$ cat src/rtl/uart_send.sv
// uart_send -- 8-bit UART transmitter with optional parity.
//
// A frame is sent for each fresh rising edge of uart_en. The frame is a start bit
// (0), the data bits LSB first, an optional parity bit and a stop bit (1). Every
// bit lasts CLK_FREQ / UART_BPS clocks.
//
// Parameters:
//   CLK_FREQ  sys_clk frequency in Hz
//   UART_BPS  line baud rate
//   PARITY    0 = none, 1 = odd, 2 = even (any other value behaves as none)
//
// Ports:
//   sys_clk       in   clock, all logic on its rising edge
//   sys_rst_n     in   asynchronous active-low reset
//   uart_en       in   send request; only a 0->1 transition starts a frame
//   uart_din[7:0] in   byte to send, latched when the frame starts
//   uart_tx_busy  out  high while a frame is on the line
//   uart_txd      out  registered serial line, idle high
module uart_send #(
    parameter int CLK_FREQ = 50_000_000,
    parameter int UART_BPS = 115_200,
    parameter int PARITY   = 0
) (
    input  logic       sys_clk,
    input  logic       sys_rst_n,
    input  logic       uart_en,
    input  logic [7:0] uart_din,
    output logic       uart_tx_busy,
    output logic       uart_txd
);

    localparam int BPS_CNT = CLK_FREQ / UART_BPS;
    localparam int CNT_W   = (BPS_CNT > 1) ? $clog2(BPS_CNT) : 1;
    localparam logic [CNT_W-1:0] CNT_MAX = CNT_W'(BPS_CNT - 1);
    localparam logic PAR_EN  = (PARITY == 1) || (PARITY == 2);
    localparam logic PAR_ODD = (PARITY == 1);

    typedef enum logic [2:0] {
        ST_IDLE,
        ST_START,
        ST_DATA,
        ST_PARITY,
        ST_STOP
    } state_t;

    state_t           state_q, state_d;
    logic [CNT_W-1:0] cnt_q, cnt_d;
    logic [2:0]       idx_q, idx_d;
    logic [7:0]       data_q, data_d;
    logic             busy_q, busy_d;
    logic             txd_q, txd_d;
    logic             en_d0_q, en_d0_d;
    logic             en_d1_q, en_d1_d;

    logic             start_flag;
    logic             bit_end;
    logic [2:0]       idx_inc;
    logic             par_bit;

    assign start_flag = en_d0_q & ~en_d1_q;
    assign bit_end    = (cnt_q == CNT_MAX);
    assign idx_inc    = idx_q + 3'd1;
    // Even parity is the XOR of the data bits; odd parity is its inverse.
    assign par_bit    = (^data_q) ^ PAR_ODD;

    always_comb begin
        state_d = state_q;
        cnt_d   = cnt_q;
        idx_d   = idx_q;
        data_d  = data_q;
        busy_d  = busy_q;
        txd_d   = txd_q;
        en_d0_d = uart_en;
        en_d1_d = en_d0_q;

        case (state_q)
            ST_IDLE: begin
                txd_d  = 1'b1;
                busy_d = 1'b0;
                cnt_d  = '0;
                idx_d  = '0;
                // Start flags are accepted only here, so a flag raised while
                // busy (including on the edge where busy falls) is dropped.
                if (start_flag) begin
                    state_d = ST_START;
                    data_d  = uart_din;
                    busy_d  = 1'b1;
                    txd_d   = 1'b0;
                end
            end
            ST_START: begin
                if (bit_end) begin
                    cnt_d   = '0;
                    idx_d   = '0;
                    state_d = ST_DATA;
                    txd_d   = data_q[0];
                end else begin
                    cnt_d = cnt_q + 1'b1;
                end
            end
            ST_DATA: begin
                if (bit_end) begin
                    cnt_d = '0;
                    if (idx_q == 3'd7) begin
                        idx_d = '0;
                        if (PAR_EN) begin
                            state_d = ST_PARITY;
                            txd_d   = par_bit;
                        end else begin
                            state_d = ST_STOP;
                            txd_d   = 1'b1;
                        end
                    end else begin
                        idx_d = idx_inc;
                        txd_d = data_q[idx_inc];
                    end
                end else begin
                    cnt_d = cnt_q + 1'b1;
                end
            end
            ST_PARITY: begin
                if (bit_end) begin
                    cnt_d   = '0;
                    state_d = ST_STOP;
                    txd_d   = 1'b1;
                end else begin
                    cnt_d = cnt_q + 1'b1;
                end
            end
            ST_STOP: begin
                if (bit_end) begin
                    cnt_d   = '0;
                    state_d = ST_IDLE;
                    busy_d  = 1'b0;
                    txd_d   = 1'b1;
                end else begin
                    cnt_d = cnt_q + 1'b1;
                end
            end
            default: begin
                state_d = ST_IDLE;
                cnt_d   = '0;
                idx_d   = '0;
                busy_d  = 1'b0;
                txd_d   = 1'b1;
            end
        endcase
    end

    always_ff @(posedge sys_clk or negedge sys_rst_n) begin
        if (!sys_rst_n) begin
            state_q <= ST_IDLE;
            cnt_q   <= '0;
            idx_q   <= '0;
            data_q  <= '0;
            busy_q  <= 1'b0;
            txd_q   <= 1'b1;
            en_d0_q <= 1'b0;
            en_d1_q <= 1'b0;
        end else begin
            state_q <= state_d;
            cnt_q   <= cnt_d;
            idx_q   <= idx_d;
            data_q  <= data_d;
            busy_q  <= busy_d;
            txd_q   <= txd_d;
            en_d0_q <= en_d0_d;
            en_d1_q <= en_d1_d;
        end
    end

    assign uart_txd     = txd_q;
    assign uart_tx_busy = busy_q;

endmodule

$ cat config.mk
export PLATFORM = sky130hd
export DESIGN_NAME = uart_send
export DESIGN_NICKNAME = d
export VERILOG_FILES = /design/src/rtl/uart_send.sv
export SDC_FILE = /design/constraint.sdc
export NUM_CORES = 1
export LEC_CHECK = 0
export ABC_AREA = 1
export CORE_MARGIN = 4
export CORE_UTILIZATION = 50
export CTS_CLUSTER_SIZE = 40
export DETAILED_ROUTE_END_ITERATION = 12
export DONT_BUFFER_PORTS = 1
export GPL_ROUTABILITY_DRIVEN = 0
export PLACE_DENSITY = 0.62
export SETUP_SLACK_MARGIN = 0.2
export SYNTH_ARGS = -nofsm -noshare
export SYNTH_HDL_FRONTEND = slang
export SYNTH_SLANG_ARGS = --single-unit
$ cat constraint.sdc
create_clock -name sys_clk -period 1.5 [get_ports sys_clk]
set_input_delay 0.075 -clock sys_clk [delete_from_list [all_inputs] [get_ports sys_clk]]
set_output_delay 0.075 -clock sys_clk [all_outputs]
set_load 0.03 [all_outputs]
# Word-level counts from Yosys, hierarchy flattened
# Cells that the tools add are included.
# word_totals
output_inout_bits,2
register_bits,27
wordCells,60
# op_classes
n_bitwise,4
magnitude_cmp,1
n_reduce_logical,9
add_sub_neg,2
eq_ne,13
mux,23
# ops
operator,count
$mux 3,8
$mux 9,2
$pmux 3 s5,1
$ne 2x2->1 const B,6
$add 9x1->9 const B,1
$eq 9x9->1 const B,1
$pmux 3 s3,1
$mux 1,8
$eq 3x2->1 const B,2
$eq 3x3->1 const B,2
$reduce_and 3->1,2
$reduce_and 6->1,1
$lt 3x4->1 const B,1
$pmux 1 s4,1
$reduce_and 2->1,2
$reduce_or 4->1,1
$add 3x1->3 const B,1
$bmux 1 s3,1
$eq 3x1->1 const B,1
$logic_not 3->1,1
$not 1->1,3
$pmux 1 s3,1
$reduce_or 3->1,1
$ne 2x1->1 const B,1
2 further kinds,2

# Depth between registers and ports, before layout
# Gate-level depths: netlist (run 1).
# depth
ltp_word,6
mapped_depth,9
ltp_nobuf,9

# Least setup slack after synthesis (run 1)
# No wires, ideal clock.
# synth_timing
kind,register to register
start,reg idx_q[0]
end,reg txd_q (netlist: uart_txd)
period_less_slack_ps,1410
required_time_ps,1427
slack_ps,90
arrival_ps,1337
path_stages_with_launch,9
n_path_buf,0
setup_ps,73
path_cell_list,dfrtp_1 > ha_1 > ha_1 > inv_1 > nand3_1 > nand3_1 > nand3_1 > nand2_1 > a21oi_1
# synth_via
elab_chain_cells,6
elab_cells_between_ends,7
# synth_rtl
item,line,rtl
from (decl),48,"logic [2:0] idx_q, idx_d;"
from (signal assigned),163,idx_q <= idx_d;
$add 3x1->3,62,assign idx_inc = idx_q + 3'd1;
$bmux 1 s3,115,txd_d = data_q[idx_inc];
$mux 1 (not written as such),115,
$mux 1 (*),104,if (idx_q == 3'd7) begin
$mux 1 (*),102,if (bit_end) begin
$pmux 1 s4 (*),76,case (state_q)
to (signal assigned),166,txd_q <= txd_d;
to (decl),51,"logic txd_q, txd_d;"
# Every way passes the cells marked *; elsewhere a longest branch is shown, timed or not. The select of a mux whose other input is x is not followed.
# A chain may end at the register's enable or synchronous reset.

# Worst setup path after layout (run 1)
# Same ends and word-level chain as after synthesis.

==> impl_metrics.tcl, run 1 <==
set metrics [dict create \
    status "finished clean" \
    start_util_pct 53.4 \
    htreeDepth 1 \
    antenna_left 0 \
    yosysUniqueCellTypes 26 \
    clock_skew_ns 0.00251 \
    tightestPinTransition_ns 0.304 \
    dominantRegCellSynth "dfrtp_1" \
    antenna_found_initial 0 \
    drt_iter0_markers 46 \
    arrival_ns 1.71 \
    drc 0 \
    min_path_type "in -> async" \
    synth_edf_count 0 \
    pwr-share-seq_pct 38.9 \
    wl_met2_mm 1.62 \
    grt-ovfl-total 0 \
    synth_area_sq_um 1350 \
    slew_viol_final 0 \
    syn_avg_cell_area_sq_um 9.42 \
    relSlewSlack_pct 79.7 \
    peakVddDrop_mv 1.15 \
    power_switching_mw 1.29 \
    fin_tns_setup_ns 0 \
    maxCapViolCount 0 \
    r2r_end "uart_txd" \
    io_buffers 0 \
    drive_above_1_share_pct 40.3 \
    synth_seq_cells 27 \
    internal-power_mw 1.78 \
    detail_route.first_pass.iterations 4 \
    clkPwrFrac_pct 10.4 \
    worstSetupEndpointType "register" \
    cts_sinks 27 \
    die_w_um 59.9 \
    cp-start-kind "register" \
    hold_violations 0 \
    fill_cells 204 \
    hold_ws_ns 0.160 \
    grt_max_degree 28 \
    cts.root.buffer_cell "clkbuf_4" \
    p_leak_nw 0.849 \
    cts_buffers 3 \
    final-setup-viol-count 0 \
    dieHeight_um 59.9 \
    fmax_mhz 691 \
    area_growth_syn_to_layout_pct 32.7 \
    power_mw 3.07 \
    post-route-period-util_pct 96.4 \
    dp.final_hpwl_mm 1.67 \
    crit_fanout 4 \
    core_sq_um 2520 \
    clock_path_buffers 2 \
    nNetsFinal 192 \
    instances_no_fill 206 \
    grt_use_total_pct 17.4 \
    clk_pin_slew_worst_paths_ns 0.15 \
    met1_length_mm 1.13 \
    synthTopCellsByArea "dfrtp_1, nand2_1, mux2_2, inv_1, ha_1" \
    rsz0062_at_grt "yes" \
    yosys_warnings 0 \
    synthCells 143 \
    yosys-top-cells-count "nand2_1, dfrtp_1, inv_1, nor2_1" \
    power_density_nw_per_um2 1720 \
    cts_tree "built" \
    avgViaCountPerCell 5.33 \
    yosysTopAreaCell "dfrtp_1" \
    r2r_start "idx_q[0]" \
    grt_pass1_vias 1116 \
    die-area_sq_um 3590 \
    rrSetupSlack_ns 0.05 \
    pwr-share-comb_pct 50.6 \
    post_drt_wl_per_cell_um 14.0 \
    critPathKind "reg -> reg" \
    wl_met3_um 97 \
    dpl.cell_count 175 \
    dr_total_vias 1097 \
    highest-signal-layer "met4" \
    grt_first_pass_wirelength_mm 4.79 \
    synth.most_common_cell "nand2_1" \
    ys_seq_area_share_pct 50.2 \
    io_pins 13 \
    synth_nets 158 \
    yosysTopAreaCellShare_pct 48.3 \
    num_rows 18 \
    r2r_cells 8 \
    clock_latency_ns 0.33 \
    min_period_ns 1.45 \
    power.share.switching_pct 42.1 \
    antenna_cells 0 \
    ys_async_sr_fraction_pct 100 \
    crit_required_ns 1.77 \
    wirelength_mm 2.89 \
]
per-stage QoR:
stage / setup slack, ns / instance area [sq um] / util [%]
6_report: 0.0535 / 1790 / 70.9
2_1_floorplan: 0.158 / 1360 / -
4_1_cts: 0.119 / 1670 / 66.1
3_3_place_gp: 0.0240 / 1420 / 56.1
5_1_grt: -0.00899 / 1790 / 70.9
3_5_place_dp: -0.0111 / 1420 / 56.1
worst max path at each step:
stage / start / end / slack, ns / cells past startpoint
5_1_grt: state_q[2] / cnt_q[2] / -0.009 / 7
6_report: idx_q[0] / uart_txd / 0.05 / 8
3_5_place_dp: cnt_q[1] / idx_q[0] / -0.01 / 9
2_1_floorplan: idx_q[0] / uart_txd / 0.16 / 8
4_1_cts: cnt_q[0] / idx_q[0] / 0.12 / 8
3_3_place_gp: cnt_q[1] / idx_q[1] / 0.02 / 9
registers in the layout, summed over array words and instances (netlist names):
signal / cells
uart_txd: 1
cnt_q: 9
uart_tx_busy: 1
en_d1_q: 1
idx_q: 3
en_d0_q: 1
data_q: 8
state_q: 3
power groups by stage:
| stage | Combinational [mW] | Clock (mW) | Sequential, mW |
|---|---|---|---|
| finish | 1.55 | 0.320 | 1.19 |
| global route | 1.73 | 0.370 | 1.22 |
| CTS | 1.32 | 0.337 | 1.19 |
| detailed placement | 1.06 | 0 | 1.21 |
| global placement | 1.04 | 0 | 1.21 |
| floorplan | 0.878 | 0 | 1.17 |
cell usage in the layout (no fill, tap or decap), types with 5 or more instances in the layout:
master,count
dlygate4sd3_1,10
buf_4,15
mux2_2,8
nand3_2,8
nand2_1,27
a21oi_1,5
nor2_1,9
o21ai_1,7
nand2_2,5
inv_1,14
nor3_2,5
dfrtp_1,23
cells by family after synthesis:
| group | synth area share, % |
|---|---|
| buffers and inverters | 4.74 |
| muxes | 6.69 |
| adders and majority gates | 3.71 |
| AOI/OAI and AO/OA | 7.99 |
| xor gates and xnor gates | 0.650 |
| and+or+nand+nor | 26.0 |
| DFF | 50.2 |
worst max-delay path, stage by stage, from the launching register on:
cell and delay (ns):
dfrtp_1 0.42, ha_2 0.19, ha_4 0.29, inv_2 0.05, nand3_2 0.07, nand3_2 0.06, nand3_1 0.10, nand2_1 0.07
a21oi_1 0.15
layer usage:
metal,track usage (%),up-vias
met5,0,-
met4,3.80,0
met3,2.16,7
met2,33.2,22
met1,20.4,527
li1,-,541
final cells by class:
cell class | count | area [sq um] | share of cell area (%)
Tap cell | 30 | 37.5 | 2.10
Clock inverter | 1 | 5.00 | 0.280
Clock buffer | 3 | 22.5 | 1.26
Multi-Input combinational cell | 101 | 734 | 41.1
Sequential cell | 27 | 681 | 38.1
Timing Repair Buffer | 27 | 244 | 13.6
Inverter | 17 | 63.8 | 3.57
what timing repair did:
action	4_1_cts	5_1_grt
pin swaps	2	6
gates cloned	1	1
hold buffers	11	0
gates resized for setup	15	17
buffers inserted	6	8
setup endpoints to repair	24	25
hold endpoints to repair	36	0
Power figures use the tool's default switching activity.
==> inputs of run 2 (changes only) <==
--- a/config.mk
+++ b/config.mk
@@ -5,14 +5,13 @@
 export SDC_FILE = /design/constraint.sdc
 export NUM_CORES = 1
 export LEC_CHECK = 0
-export ABC_AREA = 1
 export CORE_MARGIN = 4
-export CORE_UTILIZATION = 50
+export CORE_UTILIZATION = 53
 export CTS_CLUSTER_SIZE = 40
 export DETAILED_ROUTE_END_ITERATION = 12
 export DONT_BUFFER_PORTS = 1
 export GPL_ROUTABILITY_DRIVEN = 0
-export PLACE_DENSITY = 0.62
+export PLACE_DENSITY = 0.65
 export SETUP_SLACK_MARGIN = 0.2
 export SYNTH_ARGS = -nofsm -noshare
 export SYNTH_HDL_FRONTEND = slang
==> run 2 against run 1 <==
Non-clock buffer count is 8 higher; clock-buffer cell count stayed put; clock skew grew 0.015 ns; first-iteration DRC count fell by 50%; cell area is 4.2% higher; via count is 8.5% lower; critical path depth decreased by 3; the flow now finishes with violations (setup timing); clock power about the same; area after synthesis is 1.3% lower; highest routed layer unchanged; global-route usage increased by 0.64 points.
==> impl_metrics.tcl, run 2 <==
set metrics [dict create \
    synth_edf_count 0 \
    antenna_cells 0 \
    worstSetupEndpointType "register" \
    layout_commonest_cell "dfrtp_1" \
    dominantRegCellSynth "dfrtp_1" \
    dpl_cell_area_sq_um 1520 \
    post-route-period-util_pct 112 \
    grt_pass1_vias 1049 \
    yosysTopAreaCellShare_pct 48.9 \
    critPathKind "reg -> reg" \
    grt_max_degree 28 \
    rsz0062_at_grt "yes" \
    synth_nets 129 \
    antenna_found_initial 0 \
    io_pins 13 \
    largest_reg_flops 9 \
    die_w_um 58.1 \
    peakVddDrop_mv 0.903 \
    fmax_mhz 594 \
    min_path_type "in -> async" \
    ys_async_sr_fraction_pct 100 \
    cts_buffers 3 \
    die-area_sq_um 3380 \
    drt_iter0_markers 23 \
    synthCells 114 \
    cts_sinks 27 \
    synthTopCellsByArea "dfrtp_1, mux2_2, ha_1, nor2_1, mux2i_1" \
    avgViaCountPerCell 5.67 \
    hold_ws_ns 0.146 \
    dpl_worst_slack_ns -0.155 \
    dp.final_hpwl_mm 1.79 \
    r2r_start "idx_q[1]" \
    htreeDepth 1 \
    yosysTopAreaCell "dfrtp_1" \
    nNetsFinal 165 \
    grt_use_total_pct 18.0 \
    final-setup-viol-count 12 \
    yosysUniqueCellTypes 40 \
    num_rows 17 \
    cts_tree "built" \
    clock_path_buffers 2 \
    dieHeight_um 58.1 \
    drc 0 \
    cp-start-kind "register" \
    crit_fanout 2 \
    tightestPinTransition_ns 0.311 \
    core_sq_um 2300 \
    crit_required_ns 1.79 \
    dr_total_vias 1004 \
    synth.most_common_cell "dfrtp_1" \
    ys_seq_area_share_pct 50.9 \
    cp_slowest_stage_delay_ns 0.51 \
    largest-register "cnt_q" \
    final_area_sq_um 1860 \
    critPathSlowestCell "mux4_2" \
    drive_above_1_share_pct 47.7 \
    yosys_warnings 0 \
    start_util_pct 57.9 \
    synth_area_sq_um 1330 \
    grt-ovfl-total 0 \
    slew_viol_final 0 \
    clk_pin_slew_worst_paths_ns 0.16 \
    clock_latency_ns 0.33 \
    hold_violations 0 \
    clock_skew_ns 0.0179 \
    p_leak_nw 0.779 \
    fin_util_pct 81.1 \
    syn_avg_cell_area_sq_um 11.7 \
    arrival_ns 1.97 \
    instances_no_fill 177 \
    detail_route.first_pass.iterations 4 \
    fin_ws_ns -0.182 \
    wirelength_mm 2.92 \
    cts.root.buffer_cell "clkbuf_4" \
    io_buffers 0 \
    largestRegisters "cnt_q (9), data_q (8)" \
    maxCapViolCount 0 \
    min_period_ns 1.68 \
    power_density_nw_per_um2 1050 \
    status "finished, violations left" \
    relSlewSlack_pct 79.2 \
    yosys-top-cells-count "dfrtp_1, nor2_1, mux2_2, nand2_1" \
    antenna_left 0 \
    cp_cell_sequence "ha_2, ha_4, mux4_2, a21oi_2, o22a_1" \
    critPathLaunch "idx_q[1]" \
    grt_first_pass_wirelength_mm 4.71 \
    layout_common_cells "dfrtp_1, buf_4, dlygate4sd3_1" \
    synth_seq_cells 27 \
    area_growth_syn_to_layout_pct 40.1 \
    dpl.cell_count 153 \
    violations "setup timing" \
    post_drt_wl_per_cell_um 16.5 \
]
[run 2: cell types whose count changed in the layout (fill, tap and decap cells not counted), moves of 4 or more]
cell / delta
mux2i_1: +4
nor3_2: -5
buf_4: +5
nand2_2: -4
inv_1: -11
nand3_2: -7
a21oi_2: +5
mux2_2: -8
nor2_1: -5
o21ai_1: -7
nand2_1: -23
mux2_4: +8
a21oi_1: -5
[run 2: layout make-up]
cell class,count,area [sq um]
tap,28,35.0
sequential,27,677
clock inverter,1,7.51
timing repair buffer,35,324
multi-input combinational,80,786
fill,142,434
clock buffer,3,22.5
inverter,3,11.3
[run 2: metal layers]
| metal | vias to the layer above | GRT usage [%] | routed length, um | share of wire, % |
|---|---|---|---|---|
| met5 | - | 0 | 0 | 0 |
| met3 | 4 | 3.34 | 78 | 2.7 |
| met1 | 503 | 23.7 | 1290 | 44 |
| met2 | 17 | 30.3 | 1530 | 52 |
| met4 | 0 | 4.97 | 21 | 0.72 |
| li1 | 480 | - | - | - |
[run 2: cells by family after synthesis]
logic type                 synth area share [%]
and+or+nand+nor                            16.3
DFF                                        50.9
AOI/OAI and AO/OA                          10.7
muxes                                      11.5
buffers and inverters                      2.92
xor gates and xnor gates                   3.95
adders and majority gates                  3.76
[run 2: what timing repair did]
item                                    4_1_cts  5_1_grt
cloned                                        0        1
resized for setup                             7       26
hold buffers                                 11        0
buffers inserted                              4        4
pin swaps                                     2        6
endpoints found under the hold margin        36        0
endpoints found under the setup margin       24       25
[run 2: critical path: cells and delay by family (launching register included)]
kind	cells	cell delay, ns
DFF	1	0.42
AOI/OAI and AO/OA	2	0.25
muxes	1	0.51
adders and majority gates	2	0.47
[run 2: final timing paths]
path	to	slack, ns	cells past startpoint
worst max-delay path	uart_txd	-0.18	5
worst min-delay path	idx_q[2]	0.15	2
worst max register to register	uart_txd	-0.18	5
worst min register to register	en_d1_q	0.47	0
max in group asynchronous	uart_txd	1.13	2
min in group sys_clk	en_d0_q	0.31	1
[run 2: through the flow]
| stage | setup TNS, ns | power (mW) |
|---|---|---|
| 2_1_floorplan | -0.623 | 1.36 |
| 3_3_place_gp | -0.651 | 1.47 |
| 3_5_place_dp | -0.906 | 1.49 |
| 4_1_cts | -0.657 | 1.88 |
| 5_1_grt | -1.23 | 2.11 |
| 6_report | -0.593 | 1.96 |
[run 2: power by group]
| part | switching [mW] | internal (mW) | leakage, nW |
|---|---|---|---|
| Combinational | 0.248 | 0.352 | 0.424 |
| Clock | 0.217 | 0.102 | 0.0139 |
| Sequential | 0.149 | 0.894 | 0.340 |
